File: config.mk
export PLATFORM = sky130hd
export DESIGN_NAME = alu_seq
export DESIGN_NICKNAME = d
export VERILOG_FILES = /design/src/rtl/cpu_pkg.sv /design/src/rtl/alu_rr_arb2.sv /design/src/rtl/alu_seq.sv
export SDC_FILE = /design/constraint.sdc
export NUM_CORES = 1
export LEC_CHECK = 0
export CAP_MARGIN = 0
export CORE_MARGIN = 10
export CORE_UTILIZATION = 38
export DETAILED_ROUTE_END_ITERATION = 8
export GPL_TIMING_DRIVEN = 0
export PLACE_DENSITY = 0.8
export SKIP_LAST_GASP = 1
export SLEW_MARGIN = 20
export SYNTH_ARGS = -nofsm -noshare
export SYNTH_HDL_FRONTEND = slang
export SYNTH_SLANG_ARGS = --single-unit
File: constraint.sdc
create_clock -name clock -period 2.5 [get_ports clock]
set_input_delay 0.375 -clock clock [delete_from_list [all_inputs] [get_ports clock]]
set_output_delay 0.375 -clock clock [all_outputs]
set_load 0.01 [all_outputs]
File: src/rtl/cpu_pkg.sv
// Shared CPU definitions: ALU opcodes, sequencer states and default
// multi-cycle latencies.
package cpu_pkg;

    localparam logic [4:0] OP_ADD   = 5'b00011;
    localparam logic [4:0] OP_MUL   = 5'b01111;
    localparam logic [4:0] OP_DIV   = 5'b10000;
    localparam logic [4:0] OP_INCPC = 5'b11010;
    localparam logic [4:0] OP_HALT  = 5'b11011;

    localparam int MUL_CYC_DEF = 4;
    localparam int DIV_CYC_DEF = 8;

    typedef enum logic [1:0] {
        S_IDLE,
        S_EXEC,
        S_DONE,
        S_HALT
    } seq_state_e;

    // Counter preload (N-1) for an execute-side opcode
    function automatic logic [3:0] exec_last(
        input logic [4:0] op,
        input int         mul_cyc,
        input int         div_cyc
    );
        logic [3:0] r;
        r = 4'd0;
        if (op == OP_MUL) begin
            r = 4'(mul_cyc - 1);
        end else if (op == OP_DIV) begin
            r = 4'(div_cyc - 1);
        end
        return r;
    endfunction

endpackage

File: src/rtl/alu_rr_arb2.sv
// Two-requester round-robin arbiter; bit 0 is the PC requester,
// bit 1 the execute requester.
module alu_rr_arb2 (
    input  logic       clock,
    input  logic       reset,
    input  logic [1:0] req,
    output logic [1:0] gnt
);

    // 0: PC side wins a tie, 1: execute side wins a tie
    logic rr_q;

    always_comb begin
        gnt = 2'b00;
        case ({reset, req})
            3'b001:  gnt = 2'b01;
            3'b010:  gnt = 2'b10;
            3'b011:  gnt = rr_q ? 2'b10 : 2'b01;
            default: gnt = 2'b00;
        endcase
    end

    always_ff @(posedge clock) begin
        if (reset) begin
            rr_q <= 1'b0;
        end else if (gnt[0]) begin
            rr_q <= 1'b1;
        end else if (gnt[1]) begin
            rr_q <= 1'b0;
        end
    end

endmodule

File: src/rtl/alu_seq.sv
// ALU sequencer: arbitrates PC-increment and execute requests, drives
// the sibling ALU and captures its result after a per-opcode latency.
module alu_seq
    import cpu_pkg::*;
#(
    parameter int MUL_CYC = MUL_CYC_DEF,
    parameter int DIV_CYC = DIV_CYC_DEF
) (
    input  logic        clock,
    input  logic        reset,
    input  logic        pc_req,
    input  logic [31:0] pc_val,
    output logic        pc_gnt,
    input  logic        ex_req,
    input  logic [4:0]  ex_opcode,
    input  logic [31:0] ex_y,
    input  logic [31:0] ex_b,
    input  logic        ex_br,
    output logic        ex_gnt,
    output logic        alu_IncPC,
    output logic        alu_br_flag,
    output logic [31:0] alu_Y,
    output logic [31:0] alu_B,
    output logic [4:0]  alu_opcode,
    input  logic [31:0] alu_HI,
    input  logic [31:0] alu_LO,
    output logic [31:0] ZHI,
    output logic [31:0] ZLO,
    output logic        done,
    output logic        done_src,
    output logic        busy,
    output logic        halted
);

    seq_state_e  state_q;
    logic [3:0]  cnt_q;
    logic        incpc_q;
    logic        br_q;
    logic [31:0] y_q;
    logic [31:0] b_q;
    logic [4:0]  op_q;
    logic [31:0] zhi_q;
    logic [31:0] zlo_q;
    logic        src_q;
    logic [1:0]  arb_req;
    logic [1:0]  gnt;

    assign arb_req = {ex_req, pc_req} & {2{state_q == S_IDLE}};

    alu_rr_arb2 u_arb (
        .clock (clock),
        .reset (reset),
        .req   (arb_req),
        .gnt   (gnt)
    );

    assign pc_gnt      = gnt[0];
    assign ex_gnt      = gnt[1];
    assign alu_IncPC   = incpc_q;
    assign alu_br_flag = br_q;
    assign alu_Y       = y_q;
    assign alu_B       = b_q;
    assign alu_opcode  = op_q;
    assign ZHI         = zhi_q;
    assign ZLO         = zlo_q;
    assign done        = (state_q == S_DONE);
    assign done_src    = src_q & (state_q == S_DONE);
    assign busy        = (state_q != S_IDLE);
    assign halted      = (state_q == S_HALT);

    always_ff @(posedge clock) begin
        if (reset) begin
            state_q <= S_IDLE;
            cnt_q   <= 4'd0;
            incpc_q <= 1'b0;
            br_q    <= 1'b0;
            y_q     <= 32'd0;
            b_q     <= 32'd0;
            op_q    <= 5'd0;
            zhi_q   <= 32'd0;
            zlo_q   <= 32'd0;
            src_q   <= 1'b0;
        end else begin
            case (state_q)
                S_IDLE: begin
                    if (gnt[0]) begin
                        incpc_q <= 1'b1;
                        br_q    <= 1'b0;
                        y_q     <= 32'd0;
                        b_q     <= pc_val;
                        op_q    <= OP_INCPC;
                        src_q   <= 1'b1;
                        cnt_q   <= 4'd0;
                        state_q <= S_EXEC;
                    end else if (gnt[1]) begin
                        incpc_q <= 1'b0;
                        br_q    <= ex_br;
                        y_q     <= ex_y;
                        b_q     <= ex_b;
                        op_q    <= ex_opcode;
                        src_q   <= 1'b0;
                        if (ex_opcode == OP_HALT) begin
                            cnt_q   <= 4'd0;
                            state_q <= S_HALT;
                        end else begin
                            cnt_q   <= exec_last(ex_opcode, MUL_CYC, DIV_CYC);
                            state_q <= S_EXEC;
                        end
                    end
                end
                S_EXEC: begin
                    if (cnt_q == 4'd0) begin
                        zhi_q   <= alu_HI;
                        zlo_q   <= alu_LO;
                        state_q <= S_DONE;
                    end else begin
                        cnt_q <= cnt_q - 4'd1;
                    end
                end
                S_DONE: state_q <= S_IDLE;
                S_HALT: state_q <= S_HALT;
                default: state_q <= S_IDLE;
            endcase
        end
    end

endmodule

==> results of run 1 <==
-- repair_timing --
item / 4_1_cts / 5_1_grt
hold buffers: 0 / 0
gates resized for setup: 7 / 6
gates cloned: 0 / 0
setup endpoints to repair: 2 / 2
-- flip-flops by register name, summed over array words and instances (netlist names) --
| register | count |
|---|---|
| ZHI | 32 |
| ZLO | 32 |
| alu_B | 32 |
| alu_Y | 32 |
| alu_opcode | 5 |
| cnt_q | 4 |
| state_q | 2 |
| alu_br_flag | 1 |
| src_q | 1 |
| u_arb.rr_q | 1 |
-- cell type report --
class                   count  area, µm²
plain buffers              49        241
clock buffers              21        480
clock inverters            11        114
fillers                  1158       4590
inverters                   5       18.8
multi-input cells         424       2330
flip-flops and latches    142       2850
well taps                 180        225
repair buffers            309       3090
-- final timing paths --
path / to / from
setup reg to reg: alu_opcode[1] / state_q[0]
setup / recovery: ex_gnt / state_q[0]
hold / removal: cnt_q[1] / reset
hold reg to reg: ZLO[28] / ZLO[28]
-- synth_stat cells --
master	instances	area share, %
dfxtp_1	142	52
nand2_1	131	9.1
nor2_1	77	5.3
a21oi_1	69	6.4
a22oi_1	36	5.0
clkbuf_1	35	2.4
a211oi_1	34	4.7
mux2i_1	32	5.9
buf_2	7	0.65
ha_1	6	1.4
buf_6	5	1.0
inv_1	5	0.35
nor3_1	5	0.46
o21ai_0	4	0.37
a311oi_1	3	0.48
and2_1	3	0.35
buf_1	3	0.21
nor2b_1	3	0.35
nand2b_1	2	0.23
nand3b_1	2	0.28
o21a_1	2	0.28
a2111oi_0	1	0.16
a211oi_2	1	0.23
a2bb2oi_1	1	0.16
a31oi_1	1	0.12
and3_1	1	0.12
and3b_1	1	0.16
and4bb_2	1	0.23
nand3_1	1	0.092
nand4b_1	1	0.16
nand4bb_1	1	0.21
o21ai_1	1	0.092
o21bai_1	1	0.14
o22ai_1	1	0.12
o32a_1	1	0.18
or4b_1	1	0.18
-- per-stage QoR --
stage	TNS, ns	instance area (µm²)	setup WS (ns)	total power, W	utilization, %
CTS	0	9330	0.00788	0.00887	66.9
floorplan	0	5420	0.656	0.00467	-
detailed placement	-0.195	8740	-0.108	0.00632	62.7
global placement	-0.162	8740	-0.100	0.00628	62.7
global route	-0.00408	9350	-0.00408	0.00930	67.1
finish	0	9350	0.108	0.00880	67.1
-- cells by family after synthesis --
family | after synthesis
AO/OA/AOI/OAI | 156
AND/OR/NAND/NOR | 230
multiplexers | 32
buffers and inverters | 55
flip-flops | 142
adder cells (fa/ha/maj) | 6
-- worst max-delay path: cells and delay by family, from the launching register on --
family,cells,cell delay [ns]
buffers and inverters,4,0.72
AND/OR/NAND/NOR,2,0.40
flip-flops,1,0.33
adder cells (fa/ha/maj),1,0.16
-- where the power goes --
group | internal [W] | switching, W
Clock | 0.00156 | 0.000959
Sequential | 0.00274 | 0.000252
Combinational | 0.00161 | 0.00167
-- layout by cell type (no fill, tap or decap), drive strengths merged, types with 2 or more instances in the layout --
| cell type | n |
|---|---|
| clkdlybuf4s50 | 307 |
| dfxtp | 142 |
| nand2 | 131 |
| nor2 | 77 |
| a21oi | 69 |
| clkbuf | 56 |
| a22oi | 36 |
| a211oi | 35 |
| mux2i | 32 |
| buf | 14 |
| clkinv | 7 |
| ha | 6 |
| inv | 5 |
| nor3 | 5 |
| o21ai | 5 |
| and2 | 3 |
| a311oi | 3 |
| nor2b | 3 |
| nand2b | 2 |
| o21a | 2 |
| nand3b | 2 |
| clkinvlp | 2 |
| bufinv | 2 |
-- per-layer routing --
metal	vias up	part of all wire [%]
met1	2551	39
met5	-	0
met4	0	1.6
met3	22	10
li1	2782	-
met2	209	50
==> reports/metrics.csv, run 1 <==
stage,metric,value,unit
synthesis,netlist_instances,621,
timing,setup_viol,0,
routing,vias_per_cell,4.88,
placement,dp_hpwl,15800,µm
routing,avgRoutedWirePerCell,17.7,µm
global_routing,grt_pass1_wl,30800,µm
pwr,p_per_area,942,nW/µm²
synthesis,syn_area,5420,µm²
clock_network,htree_levels,4,
timing,finalCritPeriodShare,95.7,%
synthesis,synth_xor_area_share,0,%
critical_path,crit_fanout,10,
worst_hold_path,hold_depth,3,
placement,dp.cells,1110,
synthesis,ys_seq_area_share,52.4,%
final_layout,final_cells,1141,
synthesis,synth_compound_gate_area_share,18.4,%
timing,hold_viol,0,
placement,gp_congestion,0.797,
worst_hold_path,hp-class,in2reg,
global_routing,grt_max_degree,18,
critical_path,crit_path_end_kind,output port,
critical_path,path_cells,"inv_1, ha_1, clkbuf_4, nor2b_2, and3_1, buf_6, dlygate4sd2_1",
pwr,p_leak,3.33,nW
clock_network,clkSinkCount,142,
run,drv_cap,0,
clock_network,cts_buffer_depth,2,
global_routing,gr-total-overflow,0,
global_routing,grt-busiest-layer,met2,
critical_path,max_stage_delay,0.33,ns
synthesis,synth-simple-area-share,17.2,%
timing,fin_skew,0.00710,ns
clock_network,clk_pin_slew,0.06,ns
synthesis,synthMuxAreaShare,5.91,%
synthesis,synth_top_family_by_area,compound AO/OA/AOI/OAI gates,
routing,first_pass_iters,4,
routing,ant_nets,0,
global_routing,antenna_found_initial,0,
final_layout,areaGrowthSynthToFinish,72.4,%
synthesis,ys_seq_elements,142,
global_routing,grt_usage,19.7,%
timing,hold_ws,0.424,ns
timing,fmax,0.418,GHz
synthesis,syn_area_per_cell,8.73,µm²
clock_network,cts_tree,done,
critical_path,start_kind,register,
die,die_x,139,µm
critical_path,r2r_cells,8,
synthesis,syn_nets,797,
critical_path,crit_required,2.12,ns
global_routing,grt_use_met3,9.08,%
final_layout,nets,1124,
die,die_y,139,µm
die,coreArea,13900,µm²
synthesis,synth_adder_area_share,1.38,%
status,outcome,finished clean,
timing,report.final.slew_viol_count,0,
synthesis,yosys_warnings,0,
clock_network,cts_made_buffers,17,
global_routing,grt_pass1_vias,5500,
routing,post-route-drc-count,0,
critical_path,crit_type,reg2out,
die,dieArea,19400,µm²
clock_network,clk_latency,0.42,ns
timing,worstMarginPinSlew,0.655,ns
placement,port_buffers,309,
final_layout,diodes,0,
clock_network,ctsRootBufferMaster,clkbuf_16,
die,core.rowCount,43,
routing,wl,20200,µm
global_routing,use_met1,21.5,%
clock_network,cts_setup_buffers,0,
final_layout,drive_above_1_share,5.10,%
timing,relSlewSlack,56.1,%
synthesis,synth_cell_type_count,36,
routing,drtIter0Drc,232,
critical_path,r2r_slack,0.34,ns
die,io_pins,311,
routing,via_count,5564,
die,start_util,38.9,%
timing,rsz0062_at_grt,yes,
timing,fin_crit,2.39,ns
critical_path,worstPathArrival,2.02,ns
global_routing,grtUsageMet2,33.6,%
pwr,vdd.ir_drop.worst,511,µV
critical_path,critPathSlowestCell,dfxtp_2,
Power figures use the tool's default switching activity.
==> run 2, diff against run 1 <==
--- a/config.mk
+++ b/config.mk
@@ -9,6 +9,7 @@
 export CORE_MARGIN = 10
 export CORE_UTILIZATION = 38
 export DETAILED_ROUTE_END_ITERATION = 8
+export GPL_ROUTABILITY_DRIVEN = 1
 export GPL_TIMING_DRIVEN = 0
 export PLACE_DENSITY = 0.8
 export SKIP_LAST_GASP = 1
==> results of run 2 <==
The final DEF is identical to that of run 1; final timing and power are the same.
==> edit, RTL diff (settings of run 1) <==
Register the output `alu_br_flag` once more; this adds one clock of latency there. The other outputs are not delayed to match.
--- a/src/rtl/alu_seq.sv
+++ b/src/rtl/alu_seq.sv
@@ -57,7 +57,9 @@
     assign pc_gnt      = gnt[0];
     assign ex_gnt      = gnt[1];
     assign alu_IncPC   = incpc_q;
-    assign alu_br_flag = br_q;
+    always_ff @(posedge clock) begin
+        alu_br_flag <= br_q;
+    end
     assign alu_Y       = y_q;
     assign alu_B       = b_q;
     assign alu_opcode  = op_q;
Formal check against the unedited RTL: not equivalent (a bounded check fails within 4 cycles, from zero or initial values and one cycle with reset high).
==> edit against run 1 <==
Design area grew 0.11%; power grew 0.33%; wire length shrank 0.56%; largest cell class unchanged; cell count is the same; first-iteration DRC count shrank 9.9%; largest power group unchanged; worst setup slack lost 0.043 ns; maximum frequency shrank 1.8%; register-to-register slack gained 0.07 ns; sequential cell count grew 1; critical path depth is the same; count of clock-buffer cells in the layout grew 4; non-clock buffer count is the same; synthesized area grew 0.37%; critical path type unchanged.
==> edit: results (changes against run 1) <==
| Metric | Value |
|---|---|
| Number of nets produced by synthesis | 798 (was 797) |
| Total global routing track utilization | 19.45% (was 19.74%) |
| Via count of the first global-routing pass | 5395 (was 5500) |
| Run status | complete, no violations (unchanged) |
| Leakage Power | 3.332 nW (was 3.334 nW) |
| DR iter-0 viols | 209 (was 232) |
| IR drop worst, VDD | 0.0005018 V (was 0.0005106 V) |
| Final wirelength | 20120 microns (was 20240 microns) |
| Hold Crit Class | reg -> reg (was in -> reg) |
| Power per Cell Area | 943.6 nW/um^2 (was 941.6 nW/um^2) |
| First-pass iteration count of the detailed router | 5 (was 4) |
| Data arrival time of the worst path | 2.06 ns (was 2.02 ns) |
| Most numerous cell types in the synthesized netlist | sky130_fd_sc_hd__dfxtp_1, sky130_fd_sc_hd__nand2_1, sky130_fd_sc_hd__nor2_1 (unchanged) |
| Register-to-Register Setup Slack | 0.41 ns (was 0.34 ns) |
| Net count of the finished layout | 1125 (was 1124) |
| Compound-Gate Fraction of Synth Area | 18.33% (was 18.39%) |
| Share of post-route cells with drive strength above 1 | 4.370% (was 5.099%) |
| Cell at the root of the clock tree | sky130_fd_sc_hd__clkbuf_16 (unchanged) |
| Max Fanout on Critical Path | 10 (unchanged) |
| HPWL reported at the end of detailed placement | 15740 microns (was 15800 microns) |
| Leading cell types by total area after synthesis | sky130_fd_sc_hd__dfxtp_1, sky130_fd_sc_hd__nand2_1, sky130_fd_sc_hd__a21oi_1 (unchanged) |
| Post-route clock skew | 0.006714 ns (was 0.007097 ns) |
| Layout filler cell count | 1149 (was 1158) |
| Share of synthesized area occupied by flip-flops and latches | 52.61% (was 52.43%) |
| Post-DRT Antenna Nets | 0 (unchanged) |
| First-pass GRT wire length | 30490 microns (was 30850 microns) |
-- edit: cell count changes after synthesis, sizes merged --
| cell | run 1 | this run |
|---|---|---|
| dfxtp | 142 | 143 |
-- edit: repair_timing --
item	CTS	global route
setup endpoints to repair	2	2
resized for setup	7	5
setup buffers	0	0
gates cloned	0	0
-- edit: where the power goes --
part	switching, W	internal [W]
combinational	0.00167	0.00162
sequential	0.000252	0.00276
clock	0.000917	0.00161
total	0.00284	0.00599
-- edit: path summary, 6_finish.rpt --
| kind | from | to | cells past startpoint |
|---|---|---|---|
| worst max-delay path | state_q[0] | ex_gnt | 7 |
| worst min-delay path | br_q | alu_br_flag | 0 |
| worst max register to register | state_q[0] | alu_opcode[1] | 8 |
| worst min register to register | br_q | alu_br_flag | 0 |
-- edit: metal layers --
layer,vias to the layer above,share of wire [%],track usage (%)
met1,2562,40,21.17
li1,2785,-,-
met4,0,1.0,4.891
met5,-,0,0
met3,19,10,9.833
met2,198,49,32.87
-- edit: metrics by stage --
stage	cell area (sq um)	TNS, ns	util (%)	hold slack [ns]	setup slack (ns)
after floorplan	5441	0	-	0.3316	0.6557
after global placement	8760	-0.1638	62.86	0.3441	-0.08552
after detailed placement	8760	-0.2091	62.86	0.3448	-0.1062
after CTS	9344	-0.008665	67.06	0.3566	-0.008665
after global routing	9355	-0.05459	67.14	0.3689	-0.04076
final	9355	0	67.14	0.3593	0.06560
-- edit: cell type report --
cell class              instances  area share [%]
multi-input cells             424           24.94
inverters                       5          0.2006
flip-flops and latches        143           30.63
repair buffers                309           33.05
well taps                     180           2.407
plain buffers                  49           2.541
clock inverters                 6           1.150
clock buffers                  25           5.082
